File: src/rtl/axis_pack_16to32.sv
// axis_pack_16to32: packs a 16-bit AXI-Stream into a 32-bit stream, with the optional packet counter enabled by AXIS_PACK_16TO32_CNT_EN
module axis_pack_16to32 (
  input  logic        clock,
  input  logic        rst,
  input  logic        origin_tvalid_i,
  output logic        origin_tready_o,
  input  logic [15:0] origin_tdata_i,
  input  logic        origin_tuser_i,
  input  logic        origin_tlast_i,
  output logic        pack_tvalid_o,
  input  logic        pack_tready_i,
  output logic [31:0] pack_tdata_o,
  output logic [3:0]  pack_tkeep_o,
  output logic        pack_tuser_o,
  output logic        pack_tlast_o,
  output logic [15:0] pkt_cnt
);
  typedef enum logic {LOW, HIGH} state_t;
  state_t      state_q;
  logic [15:0] hold_q;
  logic        hold_user_q;
  logic        tvalid_q, tuser_q, tlast_q;
  logic [31:0] tdata_q;
  logic [3:0]  tkeep_q;
  logic        accept, drain;
  assign origin_tready_o = !tvalid_q || pack_tready_i;
  assign accept          = origin_tvalid_i && origin_tready_o;
  assign drain           = tvalid_q && pack_tready_i;
  assign pack_tvalid_o   = tvalid_q;
  assign pack_tdata_o    = tdata_q;
  assign pack_tkeep_o    = tkeep_q;
  assign pack_tuser_o    = tuser_q;
  assign pack_tlast_o    = tlast_q;
  // Pairing FSM: hold the low half-word, emit a full word on the high half or a half word on an early tlast
  always_ff @(posedge clock or posedge rst) begin
    if (rst) begin
      state_q     <= LOW;
      hold_q      <= '0;
      hold_user_q <= 1'b0;
      tvalid_q    <= 1'b0;
      tdata_q     <= '0;
      tkeep_q     <= '0;
      tuser_q     <= 1'b0;
      tlast_q     <= 1'b0;
    end else begin
      if (drain) tvalid_q <= 1'b0;
      if (accept) begin
        if (state_q == HIGH) begin
          tvalid_q    <= 1'b1;
          tdata_q     <= {origin_tdata_i, hold_q};
          tkeep_q     <= 4'b1111;
          tuser_q     <= hold_user_q | origin_tuser_i;
          tlast_q     <= origin_tlast_i;
          hold_q      <= '0;
          hold_user_q <= 1'b0;
          state_q     <= LOW;
        end else if (origin_tlast_i) begin
          tvalid_q <= 1'b1;
          tdata_q  <= {16'h0000, origin_tdata_i};
          tkeep_q  <= 4'b0011;
          tuser_q  <= origin_tuser_i;
          tlast_q  <= 1'b1;
        end else begin
          hold_q      <= origin_tdata_i;
          hold_user_q <= hold_user_q | origin_tuser_i;
          state_q     <= HIGH;
        end
      end
    end
  end
`ifdef AXIS_PACK_16TO32_CNT_EN
  logic [15:0] cnt_q, cnt_d;
  assign cnt_d   = (drain && tlast_q) ? cnt_q + 16'd1 : cnt_q;
  assign pkt_cnt = cnt_q;
  // Count packets as their final word leaves the block
  always_ff @(posedge clock or posedge rst) begin
    if (rst) cnt_q <= '0;
    else     cnt_q <= cnt_d;
  end
`else
  assign pkt_cnt = 16'h0000;
`endif
endmodule

File: config.mk
export PLATFORM = sky130hd
export DESIGN_NAME = axis_pack_16to32
export DESIGN_NICKNAME = d
export VERILOG_FILES = /design/src/rtl/axis_pack_16to32.sv
export SDC_FILE = /design/constraint.sdc
export NUM_CORES = 1
export LEC_CHECK = 0
export BUFFER_PORTS_ARGS = -buffer_cell sky130_fd_sc_hd__buf_4
export CAP_MARGIN = 0
export CORE_UTILIZATION = 45
export CTS_CLUSTER_DIAMETER = 120
export DETAILED_ROUTE_END_ITERATION = 8
export PLACE_DENSITY = 0.72
export SETUP_SLACK_MARGIN = 0.02
export SKIP_CTS_REPAIR_TIMING = 1
export SLEW_MARGIN = 20
export SYNTH_ARGS = -nofsm -noshare
export SYNTH_HDL_FRONTEND = slang
export SYNTH_SLANG_ARGS = --single-unit
File: constraint.sdc
create_clock -name clock -period 1.3 [get_ports clock]
set_input_delay 0.065 -clock clock [delete_from_list [all_inputs] [get_ports clock]]
set_output_delay 0.065 -clock clock [all_outputs]
set_load 0.005 [all_outputs]
# After elaboration in Yosys (flattened, before gate mapping)
# Cells that the tools add are included.
dict set report op_classes {
  bitwise_logic 1
  reduce_logical 7
  n_eq_ne 1
  n_mux 18
}
# op count
set op_table {}
lappend op_table {{2-to-1 mux 32 bit} 2}
lappend op_table {{2-to-1 mux 16 bit} 2}
lappend op_table {{2-to-1 mux 1 bit} 12}
lappend op_table {{2-to-1 mux 4 bit} 2}
lappend op_table {{AND reduction 2 bit} 2}
lappend op_table {{logical AND 1 bit} 2}
lappend op_table {{inequality test 2 x 1 -> 1 bit (second input constant)} 1}
lappend op_table {{nonzero test 2 bit} 1}
lappend op_table {{zero test 1 bit} 1}
lappend op_table {{logical OR 1 bit} 1}
lappend op_table {{OR 1 bit} 1}
dict set report totals {
  regBits 57
  output_inout_bits 56
  in_bits 22
  elab_cells 35
}

# Longest topological paths before layout
dict set report depth {
  depth_word 5
  depth_mapped 6
  depth_no_buf 3
}

# Least setup slack after synthesis
# Ideal clock, no wire load.
dict set report synth_timing {
  path_kind {reg2reg}
  start {register state_q}
  end {register tdata_q[0] (netlist: pack_tdata_o[0])}
  path_stages_with_launch 6
  n_path_buf 2
  synth_period_minus_slack_ns 1.373
  required_ns 1.175
  path_slack_ns -0.073
  setup_ns 0.125
  t_arrival_ns 1.248
  path_cell_list {dfrtp_1 -> nor2_1 -> nand3b_4 -> buf_6 -> buf_6 -> mux2_4}
}
dict set report synth_via {
  elab_chain_cells 2
  elab_cells_between_ends 3
  classes_between {1 x mux; 2 x reduce/logical}
}
# element line_no
set synth_rtl {}
lappend synth_rtl {{start: declaration} 19} ;# state_t state_q;
lappend synth_rtl {{start signal: assignment} 37} ;# state_q <= LOW;
lappend synth_rtl {{start signal: assignment} 56} ;# state_q <= LOW;
lappend synth_rtl {{start signal: assignment} 66} ;# state_q <= HIGH;
lappend synth_rtl {{nonzero test 2 bit (no source line)} -}
lappend synth_rtl {{AND reduction 2 bit (no source line)} -}
lappend synth_rtl {{end signal: assignment} 50} ;# tdata_q <= {origin_tdata_i, hold_q};
lappend synth_rtl {{end signal: assignment} 59} ;# tdata_q <= {16'h0000, origin_tdata_i};
lappend synth_rtl {{end: declaration} 23} ;# logic [31:0] tdata_q;
# Parallel ways exist; a longest one is shown, timed or not.
# A chain may end at the register's enable or synchronous reset.

# Worst setup path in the final report
dict set report layout_timing {
  start {register state_q}
  end {register tdata_q[3] (netlist: pack_tdata_o[3])}
}
# The elaborated chain is that of the path after synthesis.

==> results.ini <==
[worst_setup_path]
worstReg2RegEnd=pack_tdata_o[3]
cp_data_arrival_time_ps=1530
r2r-start=state_q
worstSetupEndpointType=register
cp_slowest_cell=dfrtp_2
worst-path-buf-inv=1
startpoint_type=register
critical_path_class=register to register
cp_top_family=flip-flops
reg2regPathDepth=4
cp_slowest_stage_delay_ps=460
path_cells=nor2_4 > nand3b_4 > buf_12 > mux2_4
worst-path-max-fanout=7
r2r_setup_slack_ps=-40
worstPathRequired_ps=1490

[floorplan]
die_h_um=75.9
start_util_pct=47.5
dieWidth_um=75.9
dieArea_mm2=0.00576
core_mm2=0.00517
pin_count=78
rows=26

[cts]
clock_path_buffers=2
cts_sinks=55
numCtsBuffers=5
clk_pin_slew_ps=90
root_buffer=clkbuf_8
htree_num_levels=2
clock_latency_ps=300
cts_tree=yes

[placed_design]
gp_congestion=0.657
post-place-cells=301
hpwlAfterDp_mm=3.25
port_buffers=61

[logic_synthesis]
synthFlopType=dfrtp_1
yosysTopAreaCell=dfrtp_1
yosys-top-cells-count=dfrtp_1 (55), a22o_1 (32), mux2_2 (19)
yosys-top-cells-area=dfrtp_1 (56%), a22o_1 (11%), mux2_2 (8.7%)
yosys.cell_types.count=24
netlist_area_mm2=0.00246
synth.most_common_cell=dfrtp_1
synth_cells=171
ys_warn_count=0
ys_seq_elements=55
syn_area_per_cell_um2=14.4
synth_edf_count=0
synthDominantCellAreaShare_pct=56.0
synth_seq_area_share_pct=56.0
async_flop_share_pct=100

[drt]
wirelength_mm=5.20
vias=1599
first_iter_violations=77
viasPerCell=5.00
drc=0
wl_per_cell_um=16.2
first_pass_iters=4
ant_nets=0

[timing]
period_share_pct=103
worst_slack_ps=-44.4
min_period_ps=1340
max_freq_ghz=0.744
hold_viol_final=0
hold-worst-slack_ps=1.84
drv_slew=0
setup_viol=19
skew_ps=6.83
rsz0062_at_grt=yes

[finish]
final_nets=271
n_antenna_cell=0
utilization_pct=62.3
drive_above_1_share_pct=48.8
syn_to_final_growth_pct=31.2
finalNonFillerCells=320

[job]
max_cap_viol_count=0

[grt]
track_usage_pct=17.5
grt_max_degree=56
grt-ovfl-total=0
grt_first_pass_wirelength_mm=7.31
grt_pass1_vias=1486
antenna_found_initial=0

[worst_hold_path]
min_from=origin_tdata_i[15]
whs_path_depth=2
min_path_type=input port to register
holdPathEnd=pack_tdata_o[31]

[power]
p_per_area_mw_per_mm2=1560
ir_drop_uv=726
power_mw=5.03
leakagePower_nw=1.67

[outcome]
outcome=complete, but fails checks
violations=negative setup slack

-- how the worst max path moves through the flow --
stage | from | end | slack, ps | depth (start not counted)
after floorplan | pack_tvalid_o | pack_tdata_o[0] | -50 | 6
after CTS | state_q | hold_q[9] | -150 | 3
after global routing | state_q | pack_tdata_o[3] | -80 | 4
final | state_q | pack_tdata_o[3] | -40 | 4
after global placement | state_q | hold_q[13] | -60 | 3
after detailed placement | state_q | hold_q[9] | -130 | 3
-- registers in the layout, summed over array words and instances, names as in the netlist --
register	cells
state_q	1
pack_tvalid_o	1
hold_q	16
pack_tkeep_o	2
pack_tuser_o	1
pack_tdata_o	32
hold_user_q	1
pack_tlast_o	1
-- through the flow --
stage | worst slack (ps) | setup TNS [ps] | area (µm²)
2_1_floorplan | -45.9 | -507 | 2520
3_3_place_gp | -57.4 | -975 | 2960
3_5_place_dp | -129 | -2430 | 2960
4_1_cts | -152 | -2810 | 3040
5_1_grt | -84.6 | -2270 | 3220
6_report | -44.4 | -567 | 3220
-- per-layer routing --
layer,track usage (%),up-vias,routed length (µm)
met2,26.7,51,2470
met4,6.17,0,64
met3,4.37,5,236
met5,0,-,0
li1,-,735,-
met1,24.3,808,2430
-- where the power goes --
group	switching, mW	total (mW)	leakage (nW)	internal, mW
Combinational	0.596	1.74	0.929	1.14
Sequential	0.262	2.39	0.697	2.13
Clock	0.519	0.899	0.0422	0.380
-- cell families after synthesis --
kind of cell	after synthesis	synth area share, %
other cells	1	0.153
buf+inv	33	10.7
compound gates	37	12.8
mux	33	16.6
simple gates	12	3.72
flops	55	56.0
-- cell type report --
type / instances / area, µm²
clock buffer: 7 / 76.3
clock inverter: 1 / 5.00
fill: 414 / 1950
inverter: 3 / 15.0
multi-input combinational: 99 / 916
sequential: 55 / 1380
tap: 70 / 87.6
timing repair buffer: 85 / 744
-- layout by cell type (no fill, tap or decap) --
cell type,instances
nor2_1,1
dlygate4sd3_1,6
clkbuf_1,2
buf_12,3
buf_6,5
clkinv_2,1
nand2b_1,2
mux2_1,3
inv_1,2
mux2i_1,1
a21oi_1,1
a41oi_1,1
a21o_1,2
and3_4,2
mux2_4,16
nand2b_4,1
clkbuf_8,5
nand2_1,1
a22o_1,32
nand3_1,2
nand3b_4,1
clkinvlp_4,1
and3_2,1
and2_1,1
mux2_2,13
conb_1,16
dfrtp_2,1
o21ai_0,1
clkbuf_16,2
dfrtp_1,54
nor2_4,1
buf_4,69
-- worst reg2reg max path, stage by stage, from the launching register on --
cell and delay, ps:
dfrtp_2 460, nor2_4 110, nand3b_4 210, buf_12 160
mux2_4 300
Note: power is estimated with default switching activity, not from simulation.
